`src/rtl/multicycle_controller.sv`:
```
// Moore sequencing FSM for the multicycle RV32I core: drives every datapath select/enable per state.
// Optional MEM_WAIT_EN: memory states stall until mem_ready; otherwise mem_ready is ignored.
module multicycle_controller (
    input  logic       clk,
    input  logic       reset,
    input  logic [6:0] op,
    input  logic [2:0] funct3,
    input  logic       funct7,
    input  logic       Zero,
    input  logic       mem_ready,
    output logic       PCWrite,
    output logic       AdrSrc,
    output logic       MemWrite,
    output logic       IRWrite,
    output logic       mem_req,
    output logic [1:0] ResultSrc,
    output logic [1:0] ALUSrcA,
    output logic [1:0] ALUSrcB,
    output logic [1:0] ImmSrc,
    output logic [2:0] ALUControl,
    output logic       RegWrite,
    output logic       instr_done,
    output logic       illegal
);

    typedef enum logic [3:0] {
        StFetch, StDecode, StMemAdr, StMemRead, StMemWb, StMemWrite,
        StExecR, StExecI, StAluWb, StBeq, StJal, StIllegal
    } state_e;

    state_e     state_q, state_d;
    logic       mem_go;
    logic [2:0] alu_dec;

`ifdef MEM_WAIT_EN
    assign mem_go = mem_ready;
`else
    logic unused_mem_ready;
    assign unused_mem_ready = mem_ready;
    assign mem_go = 1'b1;
`endif

    always_ff @(posedge clk) begin
        if (reset) begin
            state_q <= StFetch;
        end else begin
            state_q <= state_d;
        end
    end

    // funct7 only selects sub for register-register ops; addi never subtracts.
    always_comb begin
        alu_dec = 3'b000;
        case (funct3)
            3'b000:  alu_dec = (funct7 & op[5]) ? 3'b001 : 3'b000;
            3'b010:  alu_dec = 3'b101;
            3'b110:  alu_dec = 3'b011;
            3'b111:  alu_dec = 3'b010;
            default: alu_dec = 3'b000;
        endcase
    end

    always_comb begin
        state_d    = state_q;
        PCWrite    = 1'b0;
        AdrSrc     = 1'b0;
        MemWrite   = 1'b0;
        IRWrite    = 1'b0;
        mem_req    = 1'b0;
        ResultSrc  = 2'b00;
        ALUSrcA    = 2'b00;
        ALUSrcB    = 2'b00;
        ImmSrc     = 2'b00;
        ALUControl = 3'b000;
        RegWrite   = 1'b0;
        instr_done = 1'b0;
        illegal    = 1'b0;

        unique case (state_q)
            StFetch: begin
                mem_req   = 1'b1;
                IRWrite   = mem_go;
                PCWrite   = mem_go;
                ALUSrcB   = 2'b10;
                ResultSrc = 2'b10;
                if (mem_go) state_d = StDecode;
            end
            StDecode: begin
                ALUSrcA = 2'b01;
                ALUSrcB = 2'b01;
                ImmSrc  = 2'b10;
                case (op)
                    7'b0000011, 7'b0100011: state_d = StMemAdr;
                    7'b0110011:             state_d = StExecR;
                    7'b0010011:             state_d = StExecI;
                    7'b1100011:             state_d = StBeq;
                    7'b1101111:             state_d = StJal;
                    default:                state_d = StIllegal;
                endcase
            end
            StMemAdr: begin
                ALUSrcA = 2'b10;
                ALUSrcB = 2'b01;
                ImmSrc  = op[5] ? 2'b01 : 2'b00;
                state_d = op[5] ? StMemWrite : StMemRead;
            end
            StMemRead: begin
                mem_req = 1'b1;
                AdrSrc  = 1'b1;
                if (mem_go) state_d = StMemWb;
            end
            StMemWb: begin
                ResultSrc  = 2'b01;
                RegWrite   = 1'b1;
                instr_done = 1'b1;
                state_d    = StFetch;
            end
            StMemWrite: begin
                mem_req    = 1'b1;
                AdrSrc     = 1'b1;
                MemWrite   = 1'b1;
                instr_done = mem_go;
                if (mem_go) state_d = StFetch;
            end
            StExecR: begin
                ALUSrcA    = 2'b10;
                ALUSrcB    = 2'b00;
                ALUControl = alu_dec;
                state_d    = StAluWb;
            end
            StExecI: begin
                ALUSrcA    = 2'b10;
                ALUSrcB    = 2'b01;
                ImmSrc     = 2'b00;
                ALUControl = alu_dec;
                state_d    = StAluWb;
            end
            StAluWb: begin
                ResultSrc  = 2'b00;
                RegWrite   = 1'b1;
                instr_done = 1'b1;
                state_d    = StFetch;
            end
            StBeq: begin
                ALUSrcA    = 2'b10;
                ALUSrcB    = 2'b00;
                ALUControl = 3'b001;
                PCWrite    = Zero;
                instr_done = 1'b1;
                state_d    = StFetch;
            end
            StJal: begin
                ALUSrcA = 2'b01;
                ALUSrcB = 2'b10;
                ImmSrc  = 2'b11;
                PCWrite = 1'b1;
                state_d = StAluWb;
            end
            StIllegal: begin
                illegal = 1'b1;
            end
            default: state_d = StFetch;
        endcase

        // No architectural side effect may escape during the reset cycle.
        if (reset) begin
            PCWrite    = 1'b0;
            IRWrite    = 1'b0;
            MemWrite   = 1'b0;
            RegWrite   = 1'b0;
            mem_req    = 1'b0;
            instr_done = 1'b0;
        end
    end

endmodule

```
`config.mk`:
```
export PLATFORM = sky130hd
export DESIGN_NAME = multicycle_controller
export DESIGN_NICKNAME = d
export VERILOG_FILES = /design/src/rtl/multicycle_controller.sv
export SDC_FILE = /design/constraint.sdc
export NUM_CORES = 1
export LEC_CHECK = 0
export ABC_AREA = 1
export CAP_MARGIN = 40
export CORE_AREA = 4 4 41 43
export CTS_CLUSTER_DIAMETER = 80
export DETAILED_ROUTE_END_ITERATION = 7
export DIE_AREA = 0 0 45 47
export DONT_BUFFER_PORTS = 1
export GPL_ROUTABILITY_DRIVEN = 0
export PLACE_DENSITY = 0.53
export SKIP_LAST_GASP = 1
export SYNTH_ARGS = -nofsm -noshare
export SYNTH_HDL_FRONTEND = slang
export SYNTH_SLANG_ARGS = --single-unit
```
`constraint.sdc`:
```
create_clock -name clk -period 1.9 [get_ports clk]
set_input_delay 0.475 -clock clk [delete_from_list [all_inputs] [get_ports clk]]
set_output_delay 0.475 -clock clk [all_outputs]
set_load 0.1 [all_outputs]
```
Word level (Yosys, flattened, before mapping)
Cells that the tools add are included.
{"block": "totals", "register_bits": 4, "latch_bits": 0, "ramBits": 0, "mem_bits_ro": 0, "in_bits": 15, "elab_cells": 60, "memories": 0}
{"block": "op_classes", "add_sub_neg": 0, "n_mul": 0, "n_div": 0, "order_cmp": 0, "eq_ne": 20, "shifts": 0, "n_mux": 25, "bitwise": 1, "n_reduce_logical": 13}
{"op": "$pmux 4 s6", "count": 1}
{"op": "$pmux 4 s5", "count": 1}
{"op": "$eq 4x3->1 const B", "count": 4}
{"op": "$eq 4x4->1 const B", "count": 4}
{"op": "$mux 1", "count": 15}
{"op": "$eq 7x6->1 const B", "count": 2}
{"op": "$eq 7x7->1 const B", "count": 2}
{"op": "$pmux 2 s2", "count": 3}
{"op": "$pmux 3 s4", "count": 1}
{"op": "$reduce_or 2->1", "count": 6}
{"op": "$reduce_or 3->1", "count": 3}
{"op": "$eq 4x2->1 const B", "count": 2}
{"op": "$reduce_or 4->1", "count": 2}
{"op": "$eq 7x2->1 const B", "count": 1}
{"op": "$eq 7x5->1 const B", "count": 1}
{"op": "$eq 3x3->1 const B", "count": 2}
{"op": "$pmux 2 s3", "count": 1}
{"op": "$pmux 3 s2", "count": 1}
{"op": "$eq 4x1->1 const B", "count": 1}
{"op": "$logic_not 4->1", "count": 1}
{"op": "$eq 3x2->1 const B", "count": 1}
{"op": "$logic_not 3->1", "count": 1}
{"op": "$mux 3", "count": 1}
{"op": "$pmux 1 s2", "count": 1}
{"op": "$and 1x1->1", "count": 1}

Logic depth before layout (Yosys ltp)
{"block": "logic_depth", "ltp_word": 4, "ltp_mapped": 8, "depth_no_buf": 8}

Least setup slack after synthesis
Ideal clock, no wire load.
{"block": "synth_timing", "path_kind": "register to output", "start": "register state_q[2]", "end": "output instr_done", "arrival_time_ns": 3.519, "required_ns": 1.425, "path_slack_ns": -2.094, "path_stages_with_launch": 7, "path_buffers": 0, "cell_sequence": "dfxtp_1 inv_1 nor2_2 inv_2 nor2_1 nor2_1 a31oi_1"}
{"block": "synth_via", "elab_chain_cells": 4}
{"item": "start: declaration", "line_no": "31", "text": "state_e state_q, state_d;"}
{"item": "start signal: assignment", "line_no": "45", "text": "state_q <= StFetch;"}
{"item": "start signal: assignment", "line_no": "47", "text": "state_q <= state_d;"}
{"item": "$eq 4x3->1 or $eq 4x4->1 (tied branches)", "line_no": "79", "text": "unique case (state_q)"}
{"item": "$reduce_or 4->1 (no source line) (*)"}
{"item": "$mux 1 (*)", "line_no": "79"}
{"item": "$mux 1 (*)", "line_no": "166", "text": "if (reset) begin"}
{"item": "end: declaration", "line_no": "22", "text": "output logic instr_done,"}
Mark *: on every way between the ends. The rest lies on a longest branch, timed or not.

Worst setup path in the final report
{"block": "layout_timing", "start": "register state_q[2]", "end": "output PCWrite"}
{"block": "layout_via", "elab_chain_cells": 4}
{"item": "$eq 4x4->1 or $logic_not 4->1 (tied branches)", "line_no": "79"}
{"item": "$reduce_or 2->1 (no source line)"}
{"item": "$pmux 1 s2 (*)", "line_no": "79"}
{"item": "$mux 1 (*)", "line_no": "166"}
{"item": "end: declaration", "line_no": "11", "text": "output logic PCWrite,"}
Marks and branches as above.

==> impl_metrics.csv <==
group,metric,value,unit
placed_design,placement.setup.worst_slack,0.0764,ns
layout,final_cells,131,
timing,final.hold.worst_slack,0.272,ns
floorplanning,rows,13,
detailed_routing,avgRoutedWirePerCell,15.4,um
detailed_routing,postRouteWirelength,2010,um
synth,post_synth.cell_area_avg,5.29,um2
synth,ys_ff_latch,4,
synth,synth_area_leaders,"dfxtp_1 16%, nand2_1 15%, nor2_1 15%",
floorplanning,die_h,47,um
layout,area_delta_synth_final,120,%
layout,seq_area,85.1,um2
clocking,cts_root_buffer,"clkbuf_4",
setup_path,timing.reg2reg.setup_slack,0.54,ns
floorplanning,io_pins,34,
timing,max_slew_margin,79.6,%
synth,yosysTopAreaCellShare,16.3,%
layout,antenna_cells_inserted,0,
setup_path,worst-endpoint-arrival,1.50,ns
layout,drive_gt1_share,59.5,%
layout,n_fill_cell,88,
synth,synth.net_count,108,
clocking,h-tree-depth,1,
timing,slew_violations,0,
floorplanning,initial_utilization,37.8,%
clocking,cts-buffers-inserted,3,
timing,timing.final.crit_period,1.97,ns
timing,final.setup_skew,0.000966,ns
layout,largestRegisters,"state_q x4",
setup_path,reg2regPathDepth,6,
synth,synth.yosys.seq_area_share,16.3,%
detailed_routing,routed_via_density,5.36,
layout,top_register,"state_q",
setup_path,cp_cell_sequence,"nor2_2 -> inv_2 -> nor2_4 -> inv_4 -> nand2_8 -> a21oi_2 -> nor2_4 -> buf_12",
worst_hold_path,hold_path_class,"in2reg",
clocking,ctsLongestPathBuffers,2,
global_routing,first_global_vias,778,
global_routing,globalRouteOverflowTotal,0,
setup_path,critical_path.startpoint_type,"flip-flop",
placed_design,port_buffers,0,
detailed_routing,dr_total_vias,702,
timing,fmaxAchievable,507,MHz
floorplanning,die-width,45,um
detailed_routing,drt_first_iter_violations,15,
placed_design,post-place-cells,126,
clocking,cts_hold_repair.buffers,0,
placed_design,dp_hpwl,1550,um
synth,synth_largest_area_cell,"dfxtp_1",
setup_path,setup.worst_path.class,"reg2out",
floorplanning,fp.dieArea,0.00212,mm2
synth,netlist_instances,93,
clocking,clkSlewWorstSetupHoldPaths,0.04,ns
timing,post-route-worst-setup-slack,-0.0709,ns
timing,rsz0062_at_grt,"true",
global_routing,grt_pass1_wl,3360,um
setup_path,crit-reg2reg-launch,"state_q[2]",
worst_hold_path,worstHoldPathCells,1,
synth,syn-cell-area,492,um2
layout,largest_register_ffs,4,
setup_path,critical_path.endpoint_type,"output port",
setup_path,critical-path-top-cell-by-count,"nor2_4",
global_routing,global_route_usage_sum,23.7,%
setup_path,cp_slowest_stage_delay,0.32,ns
setup_path,critical_path.max_fanout,3,
layout,multiInputGateArea,531,um2
synth,ys_warn_count,0,
timing,fin_crit_sh,104,%
run_status,violations,"negative setup slack",
detailed_routing,drc_errors,0,
layout,layout_commonest_cell,"nand2_1",
clocking,numClockSinks,4,
global_routing,initial_antenna_violation_count,0,
job,drv_cap,0,
setup_path,cp_slowest_cell,"dfxtp_2",
worst_hold_path,worst_hold_path.endpoint,"state_q[0]",
timing,hold_violations,0,
detailed_routing,antenna_violating_nets_post_route,0,
clocking,cts_tree,"done",
setup_path,worst_r2r_endpoint,"state_q[0]",
worst_hold_path,hp-start,"reset",
timing,timing.setup.tns,-0.205,ns
clocking,clk-insertion-delay-late,0.25,ns
synth,synth.distinct_cells,19,
setup_path,critPathRequiredTime,1.42,ns
timing,report.final.setup_viol,6,
floorplanning,core-area,0.00130,mm2
run_status,run_status,"complete, but fails checks",
layout,layout.cells.most_common_list,"18 x nand2_1, 14 x buf_12, 13 x nor2_4, 9 x nor2_1",
detailed_routing,first_pass_iters,4,
global_routing,maximum_number_of_pins_on_one_net_before_global_route_repair,11,
timing,worst-slew-pin-transition,0.307,ns
layout,nets,133,
## layout make-up
type                       instances  area share [%]
inverter                          18            6.72
multi-input combinational         70            49.1
clock buffer                       3            2.09
timing repair buffer              21            32.4
sequential                         4            7.88
tap                               15            1.74
## Yosys cell counts, drive strengths merged
library cell	number
nor2	26
nand2	22
inv	18
nand3	5
o21ai	5
a21oi	4
dfxtp	4
nor3	3
a31oi	2
clkbuf	1
o211ai	1
o21bai	1
o221ai	1
## metrics by stage
step | util (%) | cell area, um2
after floorplan | - | 634
after CTS | 82.4 | 1070
after global routing | 83.0 | 1080
final | 83.0 | 1080
after detailed placement | 75.7 | 985
after global placement | 75.7 | 985
## worst max-delay path by stage
stage                from            end  depth (start not counted)
2_1_floorplan  state_q[2]     ALUSrcB[0]                          4
3_3_place_gp   state_q[2]  ALUControl[0]                          7
3_5_place_dp   state_q[2]  ALUControl[0]                          7
4_1_cts        state_q[2]  ALUControl[0]                          7
5_1_grt        state_q[2]        PCWrite                          8
6_report       state_q[2]        PCWrite                          8
## critical path: cells and delay by family (launching register included)
family	cells	cell delay [ns]
simple gates	4	0.51
buf+inv	3	0.36
flops	1	0.32
compound gates	1	0.05
## cells by family after synthesis
logic type	Yosys count	synth area share [%]
AND/OR/NAND/NOR	56	51.9
flip-flops	4	16.3
buffers and inverters	19	14.5
AO/OA/AOI/OAI	14	17.3
## layer usage
layer	share of wire, %	wire [um]	vias up	GRT usage, %
met5	0	0	-	0
met4	3.2	65	0	18.7
met3	8.7	174	5	6.90
met2	55	1110	40	44.9
met1	33	667	321	20.6
li1	-	-	336	-
## what timing repair did
item | CTS | global route
buffers inserted | 2 | 0
pin swaps | 3 | 1
resized for setup | 15 | 2
setup endpoints to repair | 12 | 9
Power is not shown: default switching activity piles up to over one toggle a cycle in this logic, so the estimate is an artifact.
